<file path="src/rtl/sr_latch_driver_pkg.sv">
// Shared definitions for the SR NAND latch driver: FSM state encoding and
// parameter helpers used to size the width counter and validate settings.
package sr_latch_driver_pkg;

    typedef enum logic [1:0] {
        ST_IDLE  = 2'd0,
        ST_PULSE = 2'd1,
        ST_GAP   = 2'd2,
        ST_CHECK = 2'd3
    } state_e;

    // Larger of two integers, used to size the shared width counter.
    function automatic int max_int(input int a, input int b);
        return (a > b) ? a : b;
    endfunction

    // A pulse must last at least one cycle; the gap may be skipped entirely.
    function automatic bit params_legal(input int pulse_w, input int gap_w);
        return (pulse_w >= 1) && (gap_w >= 0);
    endfunction

endpackage

</file>
<file path="src/rtl/sr_latch_driver_sync_2ff.sv">
// Two-flop synchroniser bringing the asynchronous latch Q into the clk domain.
module sync_2ff
    import sr_latch_driver_pkg::*;
(
    input  logic clk_i,
    input  logic rst_i,
    input  logic d_i,
    output logic q_o
);

    logic ff1_q;
    logic ff2_q;

    // Shift the asynchronous input through two flops; both clear on reset.
    always_ff @(posedge clk_i) begin
        if (rst_i) begin
            ff1_q <= 1'b0;
            ff2_q <= 1'b0;
        end else begin
            ff1_q <= d_i;
            ff2_q <= ff1_q;
        end
    end

    assign q_o = ff2_q;

endmodule

</file>
<file path="src/rtl/sr_latch_driver.sv">
// Clocked front end for an asynchronous SR NAND latch. Each accepted request
// becomes a fixed-width active-low pulse on s_n or r_n (never both), followed
// by an optional quiet gap and a one-cycle check of the synchronised latch Q.
module sr_latch_driver
    import sr_latch_driver_pkg::*;
#(
    parameter int PULSE_W = 2,
    parameter int GAP_W   = 1
) (
    input  logic clk,
    input  logic rst,
    input  logic req_valid,
    input  logic req_set,
    output logic req_ready,
    output logic s_n,
    output logic r_n,
    input  logic q_in,
    output logic busy,
    output logic done,
    output logic err
);

    localparam int CNT_W = $clog2(max_int(PULSE_W, GAP_W) + 1);
    localparam logic [CNT_W-1:0] PULSE_LAST = CNT_W'(PULSE_W - 1);
    localparam logic [CNT_W-1:0] GAP_LAST   = CNT_W'((GAP_W > 0) ? (GAP_W - 1) : 0);
    localparam logic             HAS_GAP    = (GAP_W > 0) ? 1'b1 : 1'b0;

    if (!params_legal(PULSE_W, GAP_W)) begin : g_bad_params
        $error("sr_latch_driver: PULSE_W must be >= 1 and GAP_W >= 0");
    end

    state_e           state_q, state_d;
    logic [CNT_W-1:0] cnt_q, cnt_d;
    logic             dir_q, dir_d;
    logic             s_n_q, s_n_d;
    logic             r_n_q, r_n_d;
    logic             done_q, done_d;
    logic             err_q, err_d;
    logic             busy_q, busy_d;
    logic             ready_q, ready_d;
    logic             q_sync_s;

    sync_2ff u_sync (
        .clk_i (clk),
        .rst_i (rst),
        .d_i   (q_in),
        .q_o   (q_sync_s)
    );

    // Next-state, counter reload and next-output decode. Outputs are derived
    // from the next state so that the registered pins line up with the state.
    always_comb begin
        state_d = state_q;
        cnt_d   = cnt_q;
        dir_d   = dir_q;
        case (state_q)
            ST_IDLE: begin
                if (req_valid) begin
                    state_d = ST_PULSE;
                    cnt_d   = PULSE_LAST;
                    dir_d   = req_set;
                end else begin
                    state_d = ST_IDLE;
                end
            end
            ST_PULSE: begin
                if (cnt_q != '0) begin
                    cnt_d = cnt_q - CNT_W'(1);
                end else if (HAS_GAP) begin
                    state_d = ST_GAP;
                    cnt_d   = GAP_LAST;
                end else begin
                    state_d = ST_CHECK;
                    cnt_d   = '0;
                end
            end
            ST_GAP: begin
                if (cnt_q != '0) begin
                    cnt_d = cnt_q - CNT_W'(1);
                end else begin
                    state_d = ST_CHECK;
                    cnt_d   = '0;
                end
            end
            ST_CHECK: begin
                state_d = ST_IDLE;
                cnt_d   = '0;
            end
            default: begin
                state_d = ST_IDLE;
                cnt_d   = '0;
            end
        endcase

        // Only one of s_n/r_n can ever be selected: both depend on one dir bit.
        s_n_d   = ~((state_d == ST_PULSE) &  dir_d);
        r_n_d   = ~((state_d == ST_PULSE) & ~dir_d);
        done_d  = (state_d == ST_CHECK);
        busy_d  = (state_d != ST_IDLE);
        ready_d = (state_d == ST_IDLE);
        // Mismatch is judged on q_sync during the CHECK cycle; err is sticky.
        err_d   = err_q | ((state_q == ST_CHECK) & (q_sync_s != dir_q));
    end

    // State, counter, direction and all output registers; reset forces the
    // latch inputs inactive and drops any in-flight request.
    always_ff @(posedge clk) begin
        if (rst) begin
            state_q <= ST_IDLE;
            cnt_q   <= '0;
            dir_q   <= 1'b0;
            s_n_q   <= 1'b1;
            r_n_q   <= 1'b1;
            done_q  <= 1'b0;
            err_q   <= 1'b0;
            busy_q  <= 1'b0;
            ready_q <= 1'b1;
        end else begin
            state_q <= state_d;
            cnt_q   <= cnt_d;
            dir_q   <= dir_d;
            s_n_q   <= s_n_d;
            r_n_q   <= r_n_d;
            done_q  <= done_d;
            err_q   <= err_d;
            busy_q  <= busy_d;
            ready_q <= ready_d;
        end
    end

    assign s_n       = s_n_q;
    assign r_n       = r_n_q;
    assign done      = done_q;
    assign err       = err_q;
    assign busy      = busy_q;
    assign req_ready = ready_q;

endmodule

</file>
<file path="config.mk">
export PLATFORM = sky130hd
export DESIGN_NAME = sr_latch_driver
export DESIGN_NICKNAME = d
export VERILOG_FILES = /design/src/rtl/sr_latch_driver_pkg.sv /design/src/rtl/sr_latch_driver_sync_2ff.sv /design/src/rtl/sr_latch_driver.sv
export SDC_FILE = /design/constraint.sdc
export NUM_CORES = 1
export LEC_CHECK = 0
export ABC_AREA = 1
export CORE_AREA = 2 2 39 41
export CTS_CLUSTER_SIZE = 24
export DETAILED_ROUTE_END_ITERATION = 10
export DIE_AREA = 0 0 41 43
export HOLD_SLACK_MARGIN = 0.12
export PLACE_DENSITY = 0.79
export SLEW_MARGIN = 20
export SYNTH_ARGS = -nofsm -noshare
export SYNTH_HDL_FRONTEND = slang
export SYNTH_SLANG_ARGS = --single-unit
</file>
<file path="constraint.sdc">
create_clock -name clk -period 1.55 [get_ports clk]
set_clock_uncertainty 0.05 [all_clocks]
set_input_delay 0.3875 -clock clk [delete_from_list [all_inputs] [get_ports clk]]
set_output_delay 0.3875 -clock clk [all_outputs]
set_load 0.03 [all_outputs]
</file>
==> results of run 1 <==
-- layout make-up --
cell class | count | area (um2)
multi-input cells | 45 | 270
fillers | 140 | 648
flip-flops and latches | 13 | 263
clock buffers | 4 | 26.3
well taps | 16 | 20.0
repair buffers | 11 | 100
inverters | 15 | 56.3
-- per-stage QoR --
stage                     instances  total power [mW]
after floorplan                  73             0.432
after global placement          100             0.470
after detailed placement        100             0.472
after CTS                       104             0.674
after global routing            104             0.710
final                           104             0.669
-- cell families (layout without fill, tap and decap cells) --
family,Yosys count,in the layout,synth area share (%)
AO/OA/AOI/OAI,11,11,12.4
flip-flops,13,13,44.3
buffers and inverters,15,30,9.59
adder cells (fa/ha/maj),6,6,12.8
AND/OR/NAND/NOR,28,28,20.9
-- worst paths after layout --
kind | depth (start not counted) | to | slack, ns
setup / recovery | 1 | err | 0.11
hold / removal | 2 | u_sync.q_o$_SDFF_PP0_ | 0.37
setup reg to reg | 7 | r_n$_SDFF_PP1_ | 0.12
hold reg to reg | 2 | u_sync.q_o$_SDFF_PP0_ | 0.37
-- cell usage after synthesis --
cell | n | share of area, %
a21oi_1 | 3 | 2.6
nand2_1 | 13 | 8.3
a21boi_0 | 1 | 1.3
nand2_2 | 3 | 3.2
ha_1 | 6 | 13
a21oi_4 | 1 | 2.8
inv_1 | 15 | 9.6
nand3_1 | 4 | 3.4
nor2_2 | 2 | 2.1
dfxtp_1 | 13 | 44
nor2_1 | 6 | 3.8
a31oi_1 | 1 | 1.1
o21ai_0 | 4 | 3.4
o21bai_1 | 1 | 1.3
-- metal layers --
| metal | track usage [%] | vias up | wire, um |
|---|---|---|---|
| met4 | 6.00 | 0 | 10 |
| met5 | 0 | - | 0 |
| met3 | 7.85 | 2 | 68 |
| met2 | 22.8 | 12 | 478 |
| li1 | - | 252 | - |
| met1 | 17.6 | 225 | 457 |
-- power by group --
part	leakage, nW	internal (mW)	switching, mW
clock network	0.0150	0.100	0.108
logic	0.239	0.0399	0.0606
registers	0.108	0.351	0.00934
==> flow_results.xml, run 1 <==
<?xml version="1.0" encoding="UTF-8"?>
<metrics>
  <group name="critical_path">
    <metric name="worst_setup_path_end_kind" unit="">output pin</metric>
    <metric name="timing.setup.critical_path_class" unit="">reg -&gt; out</metric>
    <metric name="crit_path_max_fanout" unit="">2</metric>
    <metric name="critical_path.cell_chain" unit="">dlygate4sd2_1</metric>
    <metric name="critPathTopFamily" unit="">buffers and inverters</metric>
    <metric name="critPathLaunch" unit="">err$_SDFF_PP0_</metric>
    <metric name="cp_slowest_cell" unit="">dlygate4sd2_1</metric>
    <metric name="crit_arrival" unit="ns">1.00</metric>
    <metric name="highest_cell_delay_on_the_worst_timing_path" unit="ns">0.40</metric>
    <metric name="cp-start-kind" unit="">flip-flop</metric>
    <metric name="timing.critical_path.buf_inv" unit="">1</metric>
    <metric name="critical_path_required_time" unit="ns">1.11</metric>
    <metric name="r2r_start" unit="">state_q[0]$_SDFF_PP0_</metric>
  </group>
  <group name="floorplan">
    <metric name="fp-row-count" unit="">14</metric>
    <metric name="die_area" unit="um2">1760</metric>
    <metric name="dieHeight" unit="um">43</metric>
    <metric name="initial_utilization" unit="%">42.4</metric>
    <metric name="coreArea" unit="um2">1380</metric>
    <metric name="dieWidth" unit="um">41</metric>
    <metric name="ioPinCount" unit="">11</metric>
  </group>
  <group name="clocking">
    <metric name="cts_tree" unit="">yes</metric>
    <metric name="cts_sinks" unit="">13</metric>
    <metric name="post_cts.resized_instances" unit="">6</metric>
    <metric name="insertion_delay" unit="ns">0.28</metric>
    <metric name="clkTransAtPathRegs" unit="ns">0.07</metric>
    <metric name="htreeDepth" unit="">1</metric>
    <metric name="ctsHoldBuffers" unit="">0</metric>
    <metric name="cts_inserted_buffers" unit="">3</metric>
    <metric name="cts.repair_timing.setup_buffer_count" unit="">0</metric>
    <metric name="clock_tree.buffer_depth" unit="">2</metric>
    <metric name="clock-root-buffer" unit="">clkbuf_4</metric>
  </group>
  <group name="grt">
    <metric name="global_route_wire_length_before_repair" unit="mm">1.78</metric>
    <metric name="grt-ovfl-total" unit="">0</metric>
    <metric name="grt_util_all_layers" unit="%">15.2</metric>
    <metric name="first_global_vias" unit="">465</metric>
    <metric name="grt_start_max_net_pins" unit="">8</metric>
    <metric name="number_of_antenna_violations_at_the_first_check_in_global_routing" unit="">0</metric>
  </group>
  <group name="sta">
    <metric name="timing.final.crit_share" unit="%">92.8</metric>
    <metric name="tns" unit="ns">0</metric>
    <metric name="timing_max_transition_violations_final" unit="">0</metric>
    <metric name="max_clock_freq" unit="MHz">695</metric>
    <metric name="worst-slew-pin-transition" unit="ns">0.309</metric>
    <metric name="final_period_minus_worst_setup_slack" unit="ns">1.44</metric>
    <metric name="grt_setup_unrepaired" unit="">false</metric>
    <metric name="maxSlewHeadroom" unit="%">79.5</metric>
    <metric name="hold_viol" unit="">0</metric>
    <metric name="postLayoutSetupSlackWorst" unit="ns">0.111</metric>
    <metric name="timing.hold.ws" unit="ns">0.367</metric>
    <metric name="timing.final.setup_violations" unit="">0</metric>
  </group>
  <group name="layout">
    <metric name="nets" unit="">100</metric>
    <metric name="drive_gt1_share" unit="%">13.6</metric>
    <metric name="antennaDiodeCount" unit="">0</metric>
    <metric name="final_core_util" unit="%">53.2</metric>
    <metric name="post-route-cell-area" unit="um2">736</metric>
    <metric name="reg.largest.list" unit="">cnt_q: 2 flops, state_q: 2 flops</metric>
    <metric name="mostFrequentLayoutCell" unit="">inv_1</metric>
    <metric name="mostFrequentLayoutCells" unit="">15 x inv_1, 13 x nand2_1, 11 x dfxtp_1</metric>
    <metric name="area.growth.synth_to_final" unit="%">25.4</metric>
  </group>
  <group name="hold_path">
    <metric name="hp-start" unit="">u_sync.ff1_q$_SDFF_PP0_</metric>
    <metric name="hold_path.class" unit="">reg -&gt; reg</metric>
  </group>
  <group name="place">
    <metric name="place_area" unit="um2">714</metric>
    <metric name="gp_congestion" unit="">0.773</metric>
    <metric name="detailedPlace.worstSlack" unit="ns">-0.0676</metric>
    <metric name="placement.io_buffers" unit="">10</metric>
    <metric name="dp_hpwl" unit="um">797</metric>
  </group>
  <group name="pwr">
    <metric name="standby_leakage_power" unit="nW">0.361</metric>
    <metric name="ir_drop" unit="V">0.000543</metric>
    <metric name="power-per-cell-area" unit="nW/um2">909</metric>
  </group>
  <group name="drt">
    <metric name="route.vias.total" unit="">491</metric>
    <metric name="first_iteration_detailed_routing_drc_count" unit="">2</metric>
    <metric name="overall_routed_net_length" unit="mm">1.02</metric>
    <metric name="drc" unit="">0</metric>
    <metric name="detail_route.wl_per_cell" unit="um">9.76</metric>
    <metric name="antenna_left" unit="">0</metric>
    <metric name="drt_pre_antenna_iters" unit="">4</metric>
    <metric name="route.detailed.vias_per_inst" unit="">4.72</metric>
  </group>
  <group name="synthesis">
    <metric name="synth.cell_area" unit="um2">587</metric>
    <metric name="synthCells" unit="">73</metric>
    <metric name="ys_seq_elements" unit="">13</metric>
    <metric name="ys_types" unit="">14</metric>
    <metric name="syn_nets" unit="">84</metric>
    <metric name="yosysWarnings" unit="">0</metric>
    <metric name="synth_seq_area_share" unit="%">44.3</metric>
    <metric name="synth_area_per_cell" unit="um2">8.04</metric>
  </group>
  <group name="status">
    <metric name="status" unit="">finished, final reports clean</metric>
  </group>
  <group name="flow_run">
    <metric name="drv.max_cap_violation_count" unit="">0</metric>
  </group>
</metrics>
No activity file was read; power rests on OpenSTA's default activity.
==> run 2: changes to the inputs <==
--- a/config.mk
+++ b/config.mk
@@ -10,6 +10,7 @@
 export CTS_CLUSTER_SIZE = 24
 export DETAILED_ROUTE_END_ITERATION = 10
 export DIE_AREA = 0 0 41 43
+export GPL_TIMING_DRIVEN = 1
 export HOLD_SLACK_MARGIN = 0.12
 export PLACE_DENSITY = 0.79
 export SLEW_MARGIN = 20
==> results of run 2 <==
No change in the layout: final DEF, timing and power equal those of run 1.
==> run 3: changes to the inputs <==
--- a/config.mk
+++ b/config.mk
@@ -10,9 +10,10 @@
 export CTS_CLUSTER_SIZE = 24
 export DETAILED_ROUTE_END_ITERATION = 10
 export DIE_AREA = 0 0 41 43
+export DONT_BUFFER_PORTS = 1
 export GPL_TIMING_DRIVEN = 1
 export HOLD_SLACK_MARGIN = 0.12
-export PLACE_DENSITY = 0.79
+export PLACE_DENSITY = 0.69
 export SLEW_MARGIN = 20
 export SYNTH_ARGS = -nofsm -noshare
 export SYNTH_HDL_FRONTEND = slang
==> flow_results.xml, run 3 (synthesis gave the netlist of run 1 again) <==
<?xml version="1.0" encoding="UTF-8"?>
<metrics>
  <group name="critical_path">
    <metric name="highest_cell_delay_on_the_worst_timing_path" unit="ns">0.38</metric>
    <metric name="critical_path_depth" unit="">7</metric>
    <metric name="crit_arrival" unit="ns">1.48</metric>
    <metric name="timing.critical_path.buf_inv" unit="">2</metric>
    <metric name="worst_setup_path_end_kind" unit="">flip-flop</metric>
    <metric name="cp-start-kind" unit="">flip-flop</metric>
    <metric name="crit_path_max_fanout" unit="">4</metric>
    <metric name="timing.setup.critical_path_class" unit="">reg -&gt; reg</metric>
    <metric name="critical_path.cell_chain" unit="">inv_1 -&gt; ha_1 -&gt; nand2_1 -&gt; inv_1 -&gt; o21ai_1 -&gt; a21boi_0 -&gt; nand2_1</metric>
    <metric name="r2r_cells" unit="">7</metric>
    <metric name="critical_path_required_time" unit="ns">1.66</metric>
    <metric name="cp_slowest_cell" unit="">dfxtp_1</metric>
    <metric name="critPathTopFamily" unit="">flip-flops</metric>
  </group>
  <group name="grt">
    <metric name="grt-ovfl-total" unit="">0</metric>
    <metric name="number_of_antenna_violations_at_the_first_check_in_global_routing" unit="">0</metric>
    <metric name="first_global_vias" unit="">377</metric>
    <metric name="grt_util_all_layers" unit="%">12.7</metric>
    <metric name="grt_start_max_net_pins" unit="">8</metric>
    <metric name="global_route_wire_length_before_repair" unit="mm">1.47</metric>
  </group>
  <group name="drt">
    <metric name="antenna_left" unit="">0</metric>
    <metric name="detail_route.wl_per_cell" unit="um">9.09</metric>
    <metric name="route.vias.total" unit="">432</metric>
    <metric name="first_iteration_detailed_routing_drc_count" unit="">11</metric>
    <metric name="drt_pre_antenna_iters" unit="">4</metric>
    <metric name="overall_routed_net_length" unit="um">854</metric>
    <metric name="route.detailed.vias_per_inst" unit="">4.60</metric>
    <metric name="drc" unit="">0</metric>
  </group>
  <group name="layout">
    <metric name="fillCellCount" unit="">134</metric>
    <metric name="reg.largest.list" unit="">cnt_q: 2 flops, state_q: 2 flops</metric>
    <metric name="drive_gt1_share" unit="%">11.5</metric>
    <metric name="multiInputGateArea" unit="um2">270</metric>
    <metric name="mostFrequentLayoutCells" unit="">15 x inv_1, 13 x nand2_1, 13 x dfxtp_1</metric>
    <metric name="mostFrequentLayoutCell" unit="">inv_1</metric>
    <metric name="post-route-cell-area" unit="um2">643</metric>
    <metric name="antennaDiodeCount" unit="">0</metric>
    <metric name="area.growth.synth_to_final" unit="%">9.59</metric>
    <metric name="nets" unit="">90</metric>
    <metric name="register_area" unit="um2">260</metric>
  </group>
  <group name="floorplan">
    <metric name="dieHeight" unit="um">43</metric>
    <metric name="ioPinCount" unit="">11</metric>
    <metric name="die_area" unit="um2">1760</metric>
    <metric name="fp-row-count" unit="">14</metric>
    <metric name="initial_utilization" unit="%">42.4</metric>
    <metric name="dieWidth" unit="um">41</metric>
    <metric name="coreArea" unit="um2">1380</metric>
  </group>
  <group name="sta">
    <metric name="max_clock_freq" unit="MHz">729</metric>
    <metric name="final_period_minus_worst_setup_slack" unit="ns">1.37</metric>
    <metric name="timing_max_transition_violations_final" unit="">0</metric>
    <metric name="hold_viol" unit="">0</metric>
    <metric name="maxSlewHeadroom" unit="%">78.7</metric>
    <metric name="tns" unit="ns">0</metric>
    <metric name="timing.final.crit_share" unit="%">88.4</metric>
    <metric name="grt_setup_unrepaired" unit="">false</metric>
    <metric name="worst-slew-pin-transition" unit="ns">0.319</metric>
    <metric name="timing.hold.ws" unit="ns">0.131</metric>
    <metric name="postLayoutSetupSlackWorst" unit="ns">0.179</metric>
    <metric name="timing.final.setup_violations" unit="">0</metric>
  </group>
  <group name="clocking">
    <metric name="cts_tree" unit="">yes</metric>
    <metric name="clkTransAtPathRegs" unit="ns">0.07</metric>
    <metric name="insertion_delay" unit="ns">0.27</metric>
    <metric name="htreeDepth" unit="">1</metric>
    <metric name="clock-root-buffer" unit="">clkbuf_4</metric>
    <metric name="cts_sinks" unit="">13</metric>
    <metric name="cts_inserted_buffers" unit="">3</metric>
    <metric name="clock_tree.buffer_depth" unit="">2</metric>
  </group>
  <group name="pwr">
    <metric name="design_power_total" unit="uW">635</metric>
    <metric name="ir_drop" unit="V">0.000778</metric>
    <metric name="standby_leakage_power" unit="nW">0.312</metric>
    <metric name="power-per-cell-area" unit="nW/um2">988</metric>
  </group>
  <group name="place">
    <metric name="placement.io_buffers" unit="">0</metric>
    <metric name="place_area" unit="um2">607</metric>
    <metric name="dp_hpwl" unit="um">723</metric>
    <metric name="gp_congestion" unit="">0.815</metric>
    <metric name="detailedPlace.worstSlack" unit="ns">0.110</metric>
  </group>
  <group name="hold_path">
    <metric name="hold_path.class" unit="">in -&gt; reg</metric>
    <metric name="hold_depth" unit="">1</metric>
  </group>
  <group name="status">
    <metric name="status" unit="">finished, final reports clean</metric>
  </group>
  <group name="flow_run">
    <metric name="drv.max_cap_violation_count" unit="">0</metric>
  </group>
</metrics>
-- run 3: cell count changes in the layout (fill, tap and decap cells not counted), sizes merged --
cell	before	now
buf	1	0
dlygate4sd2	6	0
clkdlybuf4s50	4	0
dlygate4sd3	0	1
-- run 3: final timing paths --
check / startpoint / end / slack [ns]
max: state_q[0]$_SDFF_PP0_ / r_n$_SDFF_PP1_ / 0.18
min: rst / u_sync.q_o$_SDFF_PP0_ / 0.13
min reg2reg: u_sync.ff1_q$_SDFF_PP0_ / u_sync.q_o$_SDFF_PP0_ / 0.36
max reg2reg: state_q[0]$_SDFF_PP0_ / r_n$_SDFF_PP1_ / 0.18
-- run 3: where the power goes --
group	internal, mW	total (mW)	leakage (nW)	switching (mW)
clock network	0.0996	0.196	0.0150	0.0967
logic	0.0252	0.0645	0.190	0.0393
registers	0.350	0.375	0.107	0.0243
-- run 3: stage by stage --
| step | util (%) | cells |
|---|---|---|
| 2_1_floorplan | - | 73 |
| 3_3_place_gp | 43.9 | 89 |
| 3_5_place_dp | 43.9 | 89 |
| 4_1_cts | 45.8 | 93 |
| 5_1_grt | 46.5 | 94 |
| 6_report | 46.5 | 94 |
-- run 3: area by class of cell --
type | instances | share of cell area, %
sequential | 13 | 40.5
tap | 16 | 3.11
multi-input combinational | 45 | 42.0
clock buffer | 4 | 4.09
inverter | 15 | 8.75
timing repair buffer | 1 | 1.56
-- run 3: repair_timing --
item	in CTS	in global routing
endpoints found under the hold margin	0	3
endpoints found under the setup margin	0	1
hold buffers	0	1
buffers inserted	0	0
resized for setup	0	1
-- run 3: routing by layer --
metal  routed length [um]  share of wire, %  GRT usage [%]  up-vias
met3                   52               6.1           9.42        0
met5                    0                 0              0        -
met2                  415                49           18.8        9
met1                  387                45           14.7      187
met4                    0                 0           2.00        0
li1                     -                 -              -      236
